[src/rtl/sram_port_arbiter_if.sv]
// Bundle between the IF/MEM pipeline stages, the arbiter and the shared single-port memory.
// The master modport is the arbiter's view; the slave modport is the surrounding pipeline/memory.
interface sram_port_arbiter_if;
    logic        flush;
    logic        i_ce;
    logic [31:0] i_addr;
    logic        i_stall;
    logic [31:0] i_rdata;
    logic        i_stallreq;
    logic        d_ce;
    logic        d_we;
    logic [31:0] d_addr;
    logic [31:0] d_wdata;
    logic [3:0]  d_sel;
    logic        d_stall;
    logic [31:0] d_rdata;
    logic        d_stallreq;
    logic        m_cyc;
    logic        m_stb;
    logic        m_we;
    logic [31:0] m_addr;
    logic [31:0] m_wdata;
    logic [3:0]  m_sel;
    logic [31:0] m_rdata;
    logic        m_ack;
    logic        bus_err;

    modport master (
        input  flush, i_ce, i_addr, i_stall,
        input  d_ce, d_we, d_addr, d_wdata, d_sel, d_stall,
        input  m_rdata, m_ack,
        output i_rdata, i_stallreq, d_rdata, d_stallreq,
        output m_cyc, m_stb, m_we, m_addr, m_wdata, m_sel, bus_err
    );

    modport slave (
        output flush, i_ce, i_addr, i_stall,
        output d_ce, d_we, d_addr, d_wdata, d_sel, d_stall,
        output m_rdata, m_ack,
        input  i_rdata, i_stallreq, d_rdata, d_stallreq,
        input  m_cyc, m_stb, m_we, m_addr, m_wdata, m_sel, bus_err
    );
endinterface

[src/rtl/sram_port_arbiter.sv]
// Arbitrates the fetch (i) and load/store (d) ports onto one registered memory master, data port first.
// Optional access timeout with bus_err pulse is enabled by defining ARB_TIMEOUT_EN.
module sram_port_arbiter #(
    parameter int unsigned TIMEOUT_CYCLES = 255
) (
    input  logic                 clk,
    input  logic                 rst_n,
    sram_port_arbiter_if.master  bus
);
    typedef enum logic [1:0] {IDLE, D_ACC, I_ACC} state_t;

    localparam logic [7:0] TMO_LAST = 8'(TIMEOUT_CYCLES - 1);

    state_t      state_reg;
    logic        m_cyc_reg;
    logic        m_stb_reg;
    logic        m_we_reg;
    logic [31:0] m_addr_reg;
    logic [31:0] m_wdata_reg;
    logic [3:0]  m_sel_reg;
    logic [31:0] i_rdata_reg;
    logic [31:0] d_rdata_reg;
    logic        i_done_reg;
    logic        d_done_reg;

    logic        i_pend;
    logic        d_pend;
    logic        tmo_hit;
    logic [31:0] cap_data;

    assign i_pend = bus.i_ce & ~i_done_reg;
    assign d_pend = bus.d_ce & ~d_done_reg;

`ifdef ARB_TIMEOUT_EN
    logic [7:0] tmo_cnt_reg;
    logic       bus_err_reg;

    // An aborted access completes like an ack but delivers zero data.
    assign tmo_hit  = ~bus.m_ack & (tmo_cnt_reg == TMO_LAST);
    assign cap_data = bus.m_ack ? bus.m_rdata : 32'h0;
    assign bus.bus_err = bus_err_reg;
`else
    logic unused_tmo;

    assign unused_tmo  = ^TMO_LAST;
    assign tmo_hit     = 1'b0;
    assign cap_data    = bus.m_rdata;
    assign bus.bus_err = 1'b0;
`endif

    always_ff @(posedge clk) begin
        if (!rst_n) begin
            state_reg   <= IDLE;
            m_cyc_reg   <= 1'b0;
            m_stb_reg   <= 1'b0;
            m_we_reg    <= 1'b0;
            m_addr_reg  <= 32'h0;
            m_wdata_reg <= 32'h0;
            m_sel_reg   <= 4'b0000;
            i_rdata_reg <= 32'h0;
            d_rdata_reg <= 32'h0;
            i_done_reg  <= 1'b0;
            d_done_reg  <= 1'b0;
`ifdef ARB_TIMEOUT_EN
            tmo_cnt_reg <= 8'h0;
            bus_err_reg <= 1'b0;
`endif
        end else begin
`ifdef ARB_TIMEOUT_EN
            bus_err_reg <= 1'b0;
`endif
            // A done flag only lives until the owning stage advances.
            if (i_done_reg && !bus.i_stall) i_done_reg <= 1'b0;
            if (d_done_reg && !bus.d_stall) d_done_reg <= 1'b0;

            if (bus.flush) begin
                state_reg  <= IDLE;
                m_cyc_reg  <= 1'b0;
                m_stb_reg  <= 1'b0;
                m_we_reg   <= 1'b0;
                i_done_reg <= 1'b0;
                d_done_reg <= 1'b0;
`ifdef ARB_TIMEOUT_EN
                tmo_cnt_reg <= 8'h0;
`endif
            end else begin
                case (state_reg)
                    IDLE: begin
                        if (d_pend) begin
                            state_reg   <= D_ACC;
                            m_cyc_reg   <= 1'b1;
                            m_stb_reg   <= 1'b1;
                            m_we_reg    <= bus.d_we;
                            m_addr_reg  <= bus.d_addr;
                            m_wdata_reg <= bus.d_wdata;
                            m_sel_reg   <= bus.d_sel;
                        end else if (i_pend) begin
                            state_reg  <= I_ACC;
                            m_cyc_reg  <= 1'b1;
                            m_stb_reg  <= 1'b1;
                            m_we_reg   <= 1'b0;
                            m_addr_reg <= bus.i_addr;
                            m_sel_reg  <= 4'b1111;
                        end
                    end
                    D_ACC, I_ACC: begin
                        if (bus.m_ack || tmo_hit) begin
                            state_reg <= IDLE;
                            m_cyc_reg <= 1'b0;
                            m_stb_reg <= 1'b0;
                            m_we_reg  <= 1'b0;
                            // A request withdrawn mid-access still captures, but is not marked done.
                            if (state_reg == D_ACC) begin
                                d_rdata_reg <= cap_data;
                                d_done_reg  <= bus.d_ce;
                            end else begin
                                i_rdata_reg <= cap_data;
                                i_done_reg  <= bus.i_ce;
                            end
`ifdef ARB_TIMEOUT_EN
                            tmo_cnt_reg <= 8'h0;
                            bus_err_reg <= tmo_hit;
                        end else begin
                            tmo_cnt_reg <= tmo_cnt_reg + 8'h1;
`endif
                        end
                    end
                    default: state_reg <= IDLE;
                endcase
            end
        end
    end

    assign bus.m_cyc      = m_cyc_reg;
    assign bus.m_stb      = m_stb_reg;
    assign bus.m_we       = m_we_reg;
    assign bus.m_addr     = m_addr_reg;
    assign bus.m_wdata    = m_wdata_reg;
    assign bus.m_sel      = m_sel_reg;
    assign bus.i_rdata    = i_rdata_reg;
    assign bus.d_rdata    = d_rdata_reg;
    assign bus.i_stallreq = i_pend;
    assign bus.d_stallreq = d_pend;
endmodule

[src/flat_wrapper.sv]
// flat-port wrapper written by rule: the top's interface ports become plain ports
module sram_port_arbiter_flat 
#(
    parameter int unsigned TIMEOUT_CYCLES = 255
)
  (clk, rst_n, bus_flush, bus_i_ce, bus_i_addr, bus_i_stall, bus_d_ce, bus_d_we, bus_d_addr, bus_d_wdata, bus_d_sel, bus_d_stall, bus_m_rdata, bus_m_ack, bus_i_rdata, bus_i_stallreq, bus_d_rdata, bus_d_stallreq, bus_m_cyc, bus_m_stb, bus_m_we, bus_m_addr, bus_m_wdata, bus_m_sel, bus_bus_err);
  sram_port_arbiter_if bus_i ();
  input  logic clk;
  input  logic rst_n;
  input wire logic [$bits(bus_i.flush)-1:0] bus_flush;
  input wire logic [$bits(bus_i.i_ce)-1:0] bus_i_ce;
  input wire logic [$bits(bus_i.i_addr)-1:0] bus_i_addr;
  input wire logic [$bits(bus_i.i_stall)-1:0] bus_i_stall;
  input wire logic [$bits(bus_i.d_ce)-1:0] bus_d_ce;
  input wire logic [$bits(bus_i.d_we)-1:0] bus_d_we;
  input wire logic [$bits(bus_i.d_addr)-1:0] bus_d_addr;
  input wire logic [$bits(bus_i.d_wdata)-1:0] bus_d_wdata;
  input wire logic [$bits(bus_i.d_sel)-1:0] bus_d_sel;
  input wire logic [$bits(bus_i.d_stall)-1:0] bus_d_stall;
  input wire logic [$bits(bus_i.m_rdata)-1:0] bus_m_rdata;
  input wire logic [$bits(bus_i.m_ack)-1:0] bus_m_ack;
  output wire logic [$bits(bus_i.i_rdata)-1:0] bus_i_rdata;
  output wire logic [$bits(bus_i.i_stallreq)-1:0] bus_i_stallreq;
  output wire logic [$bits(bus_i.d_rdata)-1:0] bus_d_rdata;
  output wire logic [$bits(bus_i.d_stallreq)-1:0] bus_d_stallreq;
  output wire logic [$bits(bus_i.m_cyc)-1:0] bus_m_cyc;
  output wire logic [$bits(bus_i.m_stb)-1:0] bus_m_stb;
  output wire logic [$bits(bus_i.m_we)-1:0] bus_m_we;
  output wire logic [$bits(bus_i.m_addr)-1:0] bus_m_addr;
  output wire logic [$bits(bus_i.m_wdata)-1:0] bus_m_wdata;
  output wire logic [$bits(bus_i.m_sel)-1:0] bus_m_sel;
  output wire logic [$bits(bus_i.bus_err)-1:0] bus_bus_err;
  assign bus_i.flush = bus_flush;
  assign bus_i.i_ce = bus_i_ce;
  assign bus_i.i_addr = bus_i_addr;
  assign bus_i.i_stall = bus_i_stall;
  assign bus_i.d_ce = bus_d_ce;
  assign bus_i.d_we = bus_d_we;
  assign bus_i.d_addr = bus_d_addr;
  assign bus_i.d_wdata = bus_d_wdata;
  assign bus_i.d_sel = bus_d_sel;
  assign bus_i.d_stall = bus_d_stall;
  assign bus_i.m_rdata = bus_m_rdata;
  assign bus_i.m_ack = bus_m_ack;
  assign bus_i_rdata = bus_i.i_rdata;
  assign bus_i_stallreq = bus_i.i_stallreq;
  assign bus_d_rdata = bus_i.d_rdata;
  assign bus_d_stallreq = bus_i.d_stallreq;
  assign bus_m_cyc = bus_i.m_cyc;
  assign bus_m_stb = bus_i.m_stb;
  assign bus_m_we = bus_i.m_we;
  assign bus_m_addr = bus_i.m_addr;
  assign bus_m_wdata = bus_i.m_wdata;
  assign bus_m_sel = bus_i.m_sel;
  assign bus_bus_err = bus_i.bus_err;
  sram_port_arbiter #(.TIMEOUT_CYCLES(TIMEOUT_CYCLES)) u_core (.clk(clk), .rst_n(rst_n), .bus(bus_i));
endmodule
[config.mk]
export PLATFORM = sky130hd
export DESIGN_NAME = sram_port_arbiter_flat
export DESIGN_NICKNAME = d
export VERILOG_FILES = /design/src/rtl/sram_port_arbiter_if.sv /design/src/rtl/sram_port_arbiter.sv /design/src/flat_wrapper.sv
export SDC_FILE = /design/constraint.sdc
export NUM_CORES = 1
export LEC_CHECK = 0
export CORE_MARGIN = 3
export CORE_UTILIZATION = 50
export CTS_BUF_LIST = sky130_fd_sc_hd__clkbuf_4 sky130_fd_sc_hd__clkbuf_8
export DETAILED_ROUTE_END_ITERATION = 10
export DONT_BUFFER_PORTS = 1
export PLACE_DENSITY = 0.8
export SLEW_MARGIN = 25
export SYNTH_ARGS = -nofsm -noshare
export SYNTH_HDL_FRONTEND = slang
export SYNTH_SLANG_ARGS = --single-unit
[constraint.sdc]
create_clock -name clk -period 1.7 [get_ports clk]
set_clock_uncertainty 0.05 [all_clocks]
set_input_delay 0.425 -clock clk [delete_from_list [all_inputs] [get_ports clk]]
set_output_delay 0.425 -clock clk [all_outputs]
set_load 0.02 [all_outputs]
## Word level (Yosys, flattened, before mapping)

Cells that the tools add are included.

- Equal/unequal tests: 4
- Reduce and logical (&&, ||, !) cells: 15
- Multiplexer cells: 23
- Bitwise logic cells: 7

Operators with widths:

| kind | number |
|---|---|
| $mux 32 | 2 |
| $mux 1 | 13 |
| $reduce_and 3->1 | 3 |
| $mux 4 | 2 |
| $reduce_and 4->1 | 2 |
| $mux 2 | 3 |
| $not 1->1 | 5 |
| $pmux 1 s2 | 2 |
| $pmux 2 s2 | 1 |
| $reduce_bool 2->1 | 2 |
| $reduce_or 2->1 | 2 |
| $ne 3x3->1 const B | 1 |
| $and 1x1->1 | 2 |
| $eq 2x1->1 const B | 1 |
| $eq 2x2->1 const B | 1 |
| $logic_and 1x1->1 | 2 |
| $logic_not 1->1 | 2 |
| $logic_not 2->1 | 1 |
| $ne 2x2->1 const B | 1 |
| $reduce_and 2->1 | 1 |

- Output and inout port bits: 138
- Register bits: 138

## Longest topological paths before layout

Gate-level depths: netlist of run 1.

- Word-level depth: 6
- Depth in mapped cells: 8

## Worst setup path after synthesis of run 1

OpenSTA, ideal clock, no wires.

- Path type: register to register
- Start point: reg u_core.state_reg[0]
- End point: reg u_core.i_rdata_reg[13] (netlist: u_core.bus.i_rdata[13])
- Path slack: -0.004 ns
- Data required time: 1.518 ns
- Stages on the path, launching flop included: 9
- Setup time: 0.132 ns
- Arrival: 1.521 ns
- Cell sequence: dfxtp_1 -> inv_1 -> ha_1 -> nand2_2 -> or3_1 -> buf_2 -> buf_6 -> nand2_1 -> a21oi_1

- Cells in the longest elaborated chain, start to end: 3
- Elaborated cells between the ends (all ways): 5

Ends and longest elaborated chain:

| element | RTL line | source |
|---|---|---|
| start, declared | sram_port_arbiter.sv:14 | `state_t state_reg;` |
| start signal, assigned | sram_port_arbiter.sv:53 | `state_reg <= IDLE;` |
| start signal, assigned | sram_port_arbiter.sv:77 | `state_reg <= IDLE;` |
| start signal, assigned | sram_port_arbiter.sv:90 | `state_reg <= D_ACC;` |
| $eq 2x2->1 or $eq 2x1->1 (tied branches) | sram_port_arbiter.sv:87, sram_port_arbiter.sv:113 |  |
| $reduce_or 2->1 or $not 1->1 (tied branches) | -- |  |
| $reduce_and 4->1 (no line) * | -- |  |
| end signal, assigned | sram_port_arbiter.sv:117 | `i_rdata_reg <= cap_data;` |
| end, declared | sram_port_arbiter.sv:21 | `logic [31:0] i_rdata_reg;` |

Mark *: on every way between the ends. The rest lies on a longest branch, timed or not.
A chain may end at the register's enable or synchronous reset.

## Worst setup path in the final report of run 1

- Start point: reg u_core.state_reg[0]
- End point: reg u_core.i_rdata_reg[31] (netlist: u_core.bus.i_rdata[31])

The elaborated chain is that of the path after synthesis.

==> results.sh, run 1 <==
export IMPL_status="finished clean"
export IMPL_yosysWarnings=0
export IMPL_wl_per_cell_um=19.37
export IMPL_layout_drive_gt1_share_pct=14.07
export IMPL_synth_seq_cells=138
export IMPL_netlist_area_um2=5233
export IMPL_viasPerCell=5.763
export IMPL_yosys_area_top_type="dfxtp_1"
export IMPL_drtIter0Drc=339
export IMPL_place_area_um2=5421
export IMPL_coreArea_um2=9955
export IMPL_fin_crit_ns=1.695
export IMPL_antenna_found_initial=0
export IMPL_cts_buffers=17
export IMPL_die_y_um=108.3
export IMPL_dieArea_um2=11730
export IMPL_synth_area_per_cell_um2=7.976
export IMPL_dieWidth_um=108.3
export IMPL_min_period_over_period_pct=99.73
export IMPL_min_from="bus_m_rdata[28]"
export IMPL_synth_nets=800
export IMPL_fin_nets=801
export IMPL_routabilityCongestion=0.8388
export IMPL_max_stage_delay_ns=0.35
export IMPL_crit_fanout=8
export IMPL_initial_core_util_pct=52.56
export IMPL_peakVddDrop_uv=560.8
export IMPL_cp_data_required_time_ns=1.99
export IMPL_syn_inst=656
export IMPL_synth_top_area_share_pct=52.80
export IMPL_diodes=0
export IMPL_setup_violations=0
export IMPL_whs_ns=0.08333
export IMPL_power_leakage_nw=2.190
export IMPL_finalMaxSlewViolations=0
export IMPL_area_growth_pct=17.65
export IMPL_maxCapViolCount=0
export IMPL_ant_nets=0
export IMPL_grtUsageTotal_pct=23.44
export IMPL_wirelength_um=15510
export IMPL_crit_arrival_ns=1.99
export IMPL_clock_fmax_ghz=0.5898
export IMPL_p_total_mw=6.870
export IMPL_timing_rr_start="u_core.state_reg[0]"
export IMPL_cts_clk_slew_worst_paths_ns=0.08
export IMPL_clock_latency_ns=0.42
export IMPL_rr_worst_depth=9
export IMPL_grt_pass1_wl_um=21290
export IMPL_regToRegSetupSlack_ns=0.005
export IMPL_ctsHtreeMaxLevel=4
export IMPL_place_hpwl_um=10430
export IMPL_grt_max_degree=38
export IMPL_cts_root_buffer="clkbuf_8"
export IMPL_final_area_um2=6156
export IMPL_endpoint_kind="register"
export IMPL_drcViolationCount=0
export IMPL_crit_chain="inv_2, ha_4, nand2_2, buf_6, nor3_4, buf_12, clkbuf_16, nand2_1, a21oi_2"
export IMPL_p_per_area_nw_per_um2=1116
export IMPL_cts_tree="yes"
export IMPL_rows=36
export IMPL_hold_viol_final=0
export IMPL_yosysSeqAreaShare_pct=52.80
export IMPL_r2r_end="u_core.bus.i_rdata[31]"
export IMPL_vias=4616
export IMPL_clock_sinks=138
export IMPL_drtPass1Iterations=5
export IMPL_yosys_top_cells_area="dfxtp_1 (53%), nand2_1 (18%), a21oi_1 (8.6%)"
export IMPL_synth_cell_types=38
export IMPL_cp_start_kind="register"
export IMPL_grt_ovfl_total=0
export IMPL_numPortBuffers=0
export IMPL_fin_util_pct=61.84
export IMPL_first_global_vias=4225
export IMPL_hold_depth=2
export IMPL_hold_path_class="input pin to register"
export IMPL_cts_buffer_depth=2
export IMPL_fillerInstances=850
export IMPL_floorplan_io_pins=279
export IMPL_path_class="register to register"
export IMPL_crit_slowest_cell="dfxtp_2"
export IMPL_hold_end="u_core.bus.d_rdata[28]"
kinds of logic (layout without fill, tap and decap cells):
| group | count (synthesis) | in the layout | share of synthesized area (%) |
|---|---|---|---|
| adders and majority gates | 3 | 3 | 0.7174 |
| other | 1 | 1 | 0.07167 |
| and+or+nand+nor | 312 | 312 | 23.41 |
| DFF | 138 | 138 | 52.80 |
| buffers and inverters | 57 | 69 | 5.404 |
| AOI/OAI and AO/OA | 145 | 145 | 17.60 |
critical path, delay by kind of cell (launching register included):
kind | cells | cell delay, ns
AO/OA/AOI/OAI | 1 | 0.12
flip-flops | 1 | 0.35
buffers and inverters | 4 | 0.49
AND/OR/NAND/NOR | 3 | 0.33
adder cells (fa/ha/maj) | 1 | 0.27
cell usage in the layout, fill, tap and decap left out, types with 9 or more instances in the layout:
master and instances:
a21oi_2 10, buf_12 12, a21oi_1 80, a311oi_1 31
dfxtp_1 135, a21boi_0 9, nand2_1 256, clkbuf_8 19
buf_4 9, nor2_1 36
through the flow:
step | setup TNS, ns | worst slack, ns | cells
after floorplan | 0 | 0.07244 | 656
final | 0 | 0.004574 | 801
after CTS | 0 | 0.01122 | 787
after global placement | 0 | 0.1166 | 755
after global routing | -0.7368 | -0.05652 | 801
after detailed placement | 0 | 0.006419 | 755
where the power goes:
part / internal, mW / leakage [nW] / switching, mW
Clock: 1.36 / 0.190 / 1.22
Combinational: 0.280 / 0.874 / 0.350
Sequential: 3.38 / 1.13 / 0.284
Total: 5.02 / 2.19 / 1.85
Yosys cell counts (all sizes together):
cell type,instances
nand2,258
o211ai,1
a21o,1
a211oi,1
nor2,37
nand3,4
or2,1
a21oi,91
nand4,1
clkinv,1
buf,33
nor3,2
a311oi,32
or3,1
o21a,1
ha,3
nor2b,1
a21boi,12
a21bo,1
nand3b,1
clkbuf,18
o221a,4
nand2b,5
dfxtp,138
conb,1
and3b,1
a31oi,1
inv,5
how the worst max path moves through the flow:
stage,from,end,slack [ns],cells past startpoint
floorplan,u_core.state_reg[0],u_core.bus.i_rdata[13],0.07,8
global placement,u_core.state_reg[0],u_core.bus.m_addr[26],0.12,7
detailed placement,u_core.state_reg[0],u_core.bus.m_addr[16],0.006,7
CTS,u_core.state_reg[0],u_core.bus.m_addr[2],0.01,7
global route,u_core.state_reg[0],u_core.bus.i_rdata[31],-0.06,9
finish,u_core.state_reg[0],u_core.bus.i_rdata[31],0.005,9
metal layers:
layer	global-route usage, %	part of all wire (%)	vias to the layer above
met1	24.89	33	2133
met2	40.63	52	271
met5	0	0	-
met4	10.46	3.4	0
li1	-	-	2171
met3	9.731	11	41
layout make-up:
| class | count | area (um2) | area share (%) |
|---|---|---|---|
| multi-input cells | 461 | 2272 | 36.91 |
| flip-flops and latches | 138 | 2766 | 44.94 |
| clock inverters | 11 | 120.1 | 1.951 |
| well taps | 133 | 166.4 | 2.703 |
| clock buffers | 19 | 261.5 | 4.248 |
| repair buffers | 33 | 541.8 | 8.801 |
| inverters | 6 | 27.53 | 0.4472 |
what timing repair did:
action | in CTS | in global routing
cloned | 1 | 8
buffers inserted | 1 | 6
resized for setup | 1 | 24
hold buffers | 0 | 0
pin swaps | 1 | 7
setup endpoints to repair | 4 | 69
No activity file was read; power rests on OpenSTA's default activity.
==> inputs of run 2 (changes only) <==
--- a/config.mk
+++ b/config.mk
@@ -5,12 +5,12 @@
 export SDC_FILE = /design/constraint.sdc
 export NUM_CORES = 1
 export LEC_CHECK = 0
-export CORE_MARGIN = 3
-export CORE_UTILIZATION = 50
+export CORE_AREA = 3 3 107 109
 export CTS_BUF_LIST = sky130_fd_sc_hd__clkbuf_4 sky130_fd_sc_hd__clkbuf_8
 export DETAILED_ROUTE_END_ITERATION = 10
+export DIE_AREA = 0 0 110 112
 export DONT_BUFFER_PORTS = 1
-export PLACE_DENSITY = 0.8
+export PLACE_DENSITY = 0.78
 export SLEW_MARGIN = 25
 export SYNTH_ARGS = -nofsm -noshare
 export SYNTH_HDL_FRONTEND = slang
==> constraint.sdc (replaced) <==
create_clock -name clk -period 1.7 [get_ports clk]
set_clock_uncertainty 0.05 [all_clocks]
set_input_delay 0.17 -clock clk [delete_from_list [all_inputs] [get_ports clk]]
set_output_delay 0.17 -clock clk [all_outputs]
set_load 0.02 [all_outputs]
==> run 2 against run 1 <==
Net effect: register-to-register slack better by 0.03 ns; sequential share of layout area down 8.2 points; design area up 22%; global-route usage is 3.5 points higher; sequential power about the same; clock power grew 4%; final cell count up 19%; setup slack improved by 0.032 ns; flip-flop and latch count is the same; largest power group unchanged; highest routed layer unchanged.
==> results.sh, run 2 (same netlist as run 1, synthesis figures left out) <==
export IMPL_peakVddDrop_uv=549.3
export IMPL_cts_buffer_depth=2
export IMPL_crit_slowest_cell="dfxtp_2"
export IMPL_grt_pass1_wl_um=25640
export IMPL_grt_ovfl_total=0
export IMPL_final_cell_mix="nand2_1 (256), dlygate4sd3_1 (139), dfxtp_1 (136), a21oi_1 (86), nor2_1 (36)"
export IMPL_path_delay_family="buffers and inverters"
export IMPL_dp_cells=760
export IMPL_routabilityCongestion=0.8278
export IMPL_place_hpwl_um=9710
export IMPL_max_stage_delay_ns=0.36
export IMPL_p_total_mw=7.299
export IMPL_seqPwrFrac_pct=50.1
export IMPL_first_global_vias=5309
export IMPL_p_clk_share_pct=36.9
export IMPL_p_int_mw=5.267
export IMPL_cp_start_kind="register"
export IMPL_vias=5446
export IMPL_fin_nets=941
export IMPL_setup_violations=0
export IMPL_pre_cts_ws_ns=0.005807
export IMPL_drcViolationCount=0
export IMPL_regToRegSetupSlack_ns=0.04
export IMPL_status="finished clean"
export IMPL_wl_per_cell_um=19.55
export IMPL_viasPerCell=5.727
export IMPL_power_leakage_nw=2.782
export IMPL_hold_viol_final=0
export IMPL_numPortBuffers=0
export IMPL_dieWidth_um=110
export IMPL_instances_no_fill=951
export IMPL_finalMaxSlewViolations=0
export IMPL_clock_fmax_ghz=0.6010
export IMPL_antenna_found_initial=1
export IMPL_met3_usage_pct=11.25
export IMPL_clock_latency_ns=0.43
export IMPL_rsz0062_at_grt="yes"
export IMPL_drtIter0Drc=487
export IMPL_ant_nets=0
export IMPL_ctsHtreeMaxLevel=4
export IMPL_whs_ns=0.03637
export IMPL_fin_ws_ns=0.03612
export IMPL_grt_busiest_layer="met2"
export IMPL_coreArea_um2=10700
export IMPL_layout_drive_gt1_share_pct=11.60
export IMPL_path_common_cell="buf_12"
export IMPL_seq_area_um2=2765
export IMPL_die_y_um=112
export IMPL_path_class="register to register"
export IMPL_cts_root_buffer="clkbuf_8"
export IMPL_swShare_pct=27.83
export IMPL_maxCapViolCount=0
export IMPL_crit_buf_inv=4
export IMPL_cts_tree="yes"
export IMPL_crit_arrival_ns=1.96
export IMPL_cp_data_required_time_ns=2.00
export IMPL_use_met2_pct=47.57
export IMPL_switchingPower_mw=2.031
export IMPL_crit_chain="inv_2, ha_4, nand2_2, buf_6, nor3_4, buf_12, buf_12, nand2_1, a21oi_1"
export IMPL_maxSlewHeadroom_pct=59.40
export IMPL_place_area_um2=5390
export IMPL_tightest_slew_ns=0.6070
export IMPL_cts_clk_slew_worst_paths_ns=0.08
export IMPL_final_common_cell="nand2_1"
export IMPL_multiInputGateArea_um2=2291
export IMPL_fin_crit_ns=1.664
export IMPL_clock_sinks=138
export IMPL_crit_fanout=8
export IMPL_endpoint_kind="register"
export IMPL_drtPass1Iterations=5
export IMPL_grtUsageTotal_pct=26.94
export IMPL_dieArea_um2=12320
export IMPL_setup_tns_ns=0
export IMPL_fillerInstances=707
export IMPL_cts_buffers=17
export IMPL_floorplan_io_pins=279
export IMPL_grt_use_met1_pct=25.76
export IMPL_combPwrFrac_pct=13.0
export IMPL_fin_util_pct=70.44
export IMPL_area_growth_pct=44.02
export IMPL_p_per_area_nw_per_um2=968.5
export IMPL_rows=38
export IMPL_hold_path_class="input pin to register"
export IMPL_wirelength_um=18600
export IMPL_grt_max_degree=117
export IMPL_min_period_over_period_pct=97.88
export IMPL_final_area_um2=7536
export IMPL_initial_core_util_pct=48.91
[run 2: changes by cell type in the layout (fill, tap and decap cells not counted), moves of 4 or more]
cell	delta
a311oi_2	+7
buf_4	+5
dlygate4sd3_1	+139
a21oi_2	-6
a311oi_1	-7
clkinv_4	+4
a21oi_1	+6
clkinvlp_4	-4
[run 2: path summary, 6_finish.rpt]
kind                             from                endpoint  cells after the start
hold / removal              bus_m_ack       u_core.i_done_reg                      5
setup / recovery  u_core.state_reg[1]  u_core.bus.i_rdata[11]                      9
hold reg to reg     u_core.d_done_reg       u_core.d_done_reg                      2
setup reg to reg  u_core.state_reg[1]  u_core.bus.i_rdata[11]                      9
[run 2: timing repair]
item                       4_1_cts  5_1_grt
resized for setup                1       22
cloned                           0        7
setup endpoints to repair        1       73
hold endpoints to repair       138        0
hold buffers                   139        0
buffers inserted                 0       12
pin swaps                        0        4
[run 2: layer usage]
layer | part of all wire, % | vias up
met3 | 11 | 94
met5 | 0 | -
li1 | - | 2448
met2 | 52 | 400
met4 | 4.7 | 0
met1 | 33 | 2504
[run 2: worst min-delay path, stage by stage]
cell and delay [ns]:
nand2_2 0.05, buf_6 0.11, nor2_1 0.04, nand2_1 0.05, a21oi_1 0.05
[run 2: area by class of cell]
class	instances	area share (%)
diodes	1	0.03321
clock buffers	20	3.570
clock inverters	12	1.810
inverters	6	0.3155
multi-input cells	461	30.40
flip-flops and latches	138	36.69
well taps	140	2.324
repair buffers	173	24.85
[run 2: power by group through the flow]
| stage | logic [mW] | clock network [mW] | registers [mW] |
|---|---|---|---|
| 2_1_floorplan | 0.399 | 0 | 3.69 |
| 3_3_place_gp | 0.469 | 0 | 3.72 |
| 3_5_place_dp | 0.499 | 0 | 3.73 |
| 4_1_cts | 0.776 | 2.73 | 3.65 |
| 5_1_grt | 1.02 | 2.88 | 3.67 |
| 6_report | 0.951 | 2.69 | 3.66 |
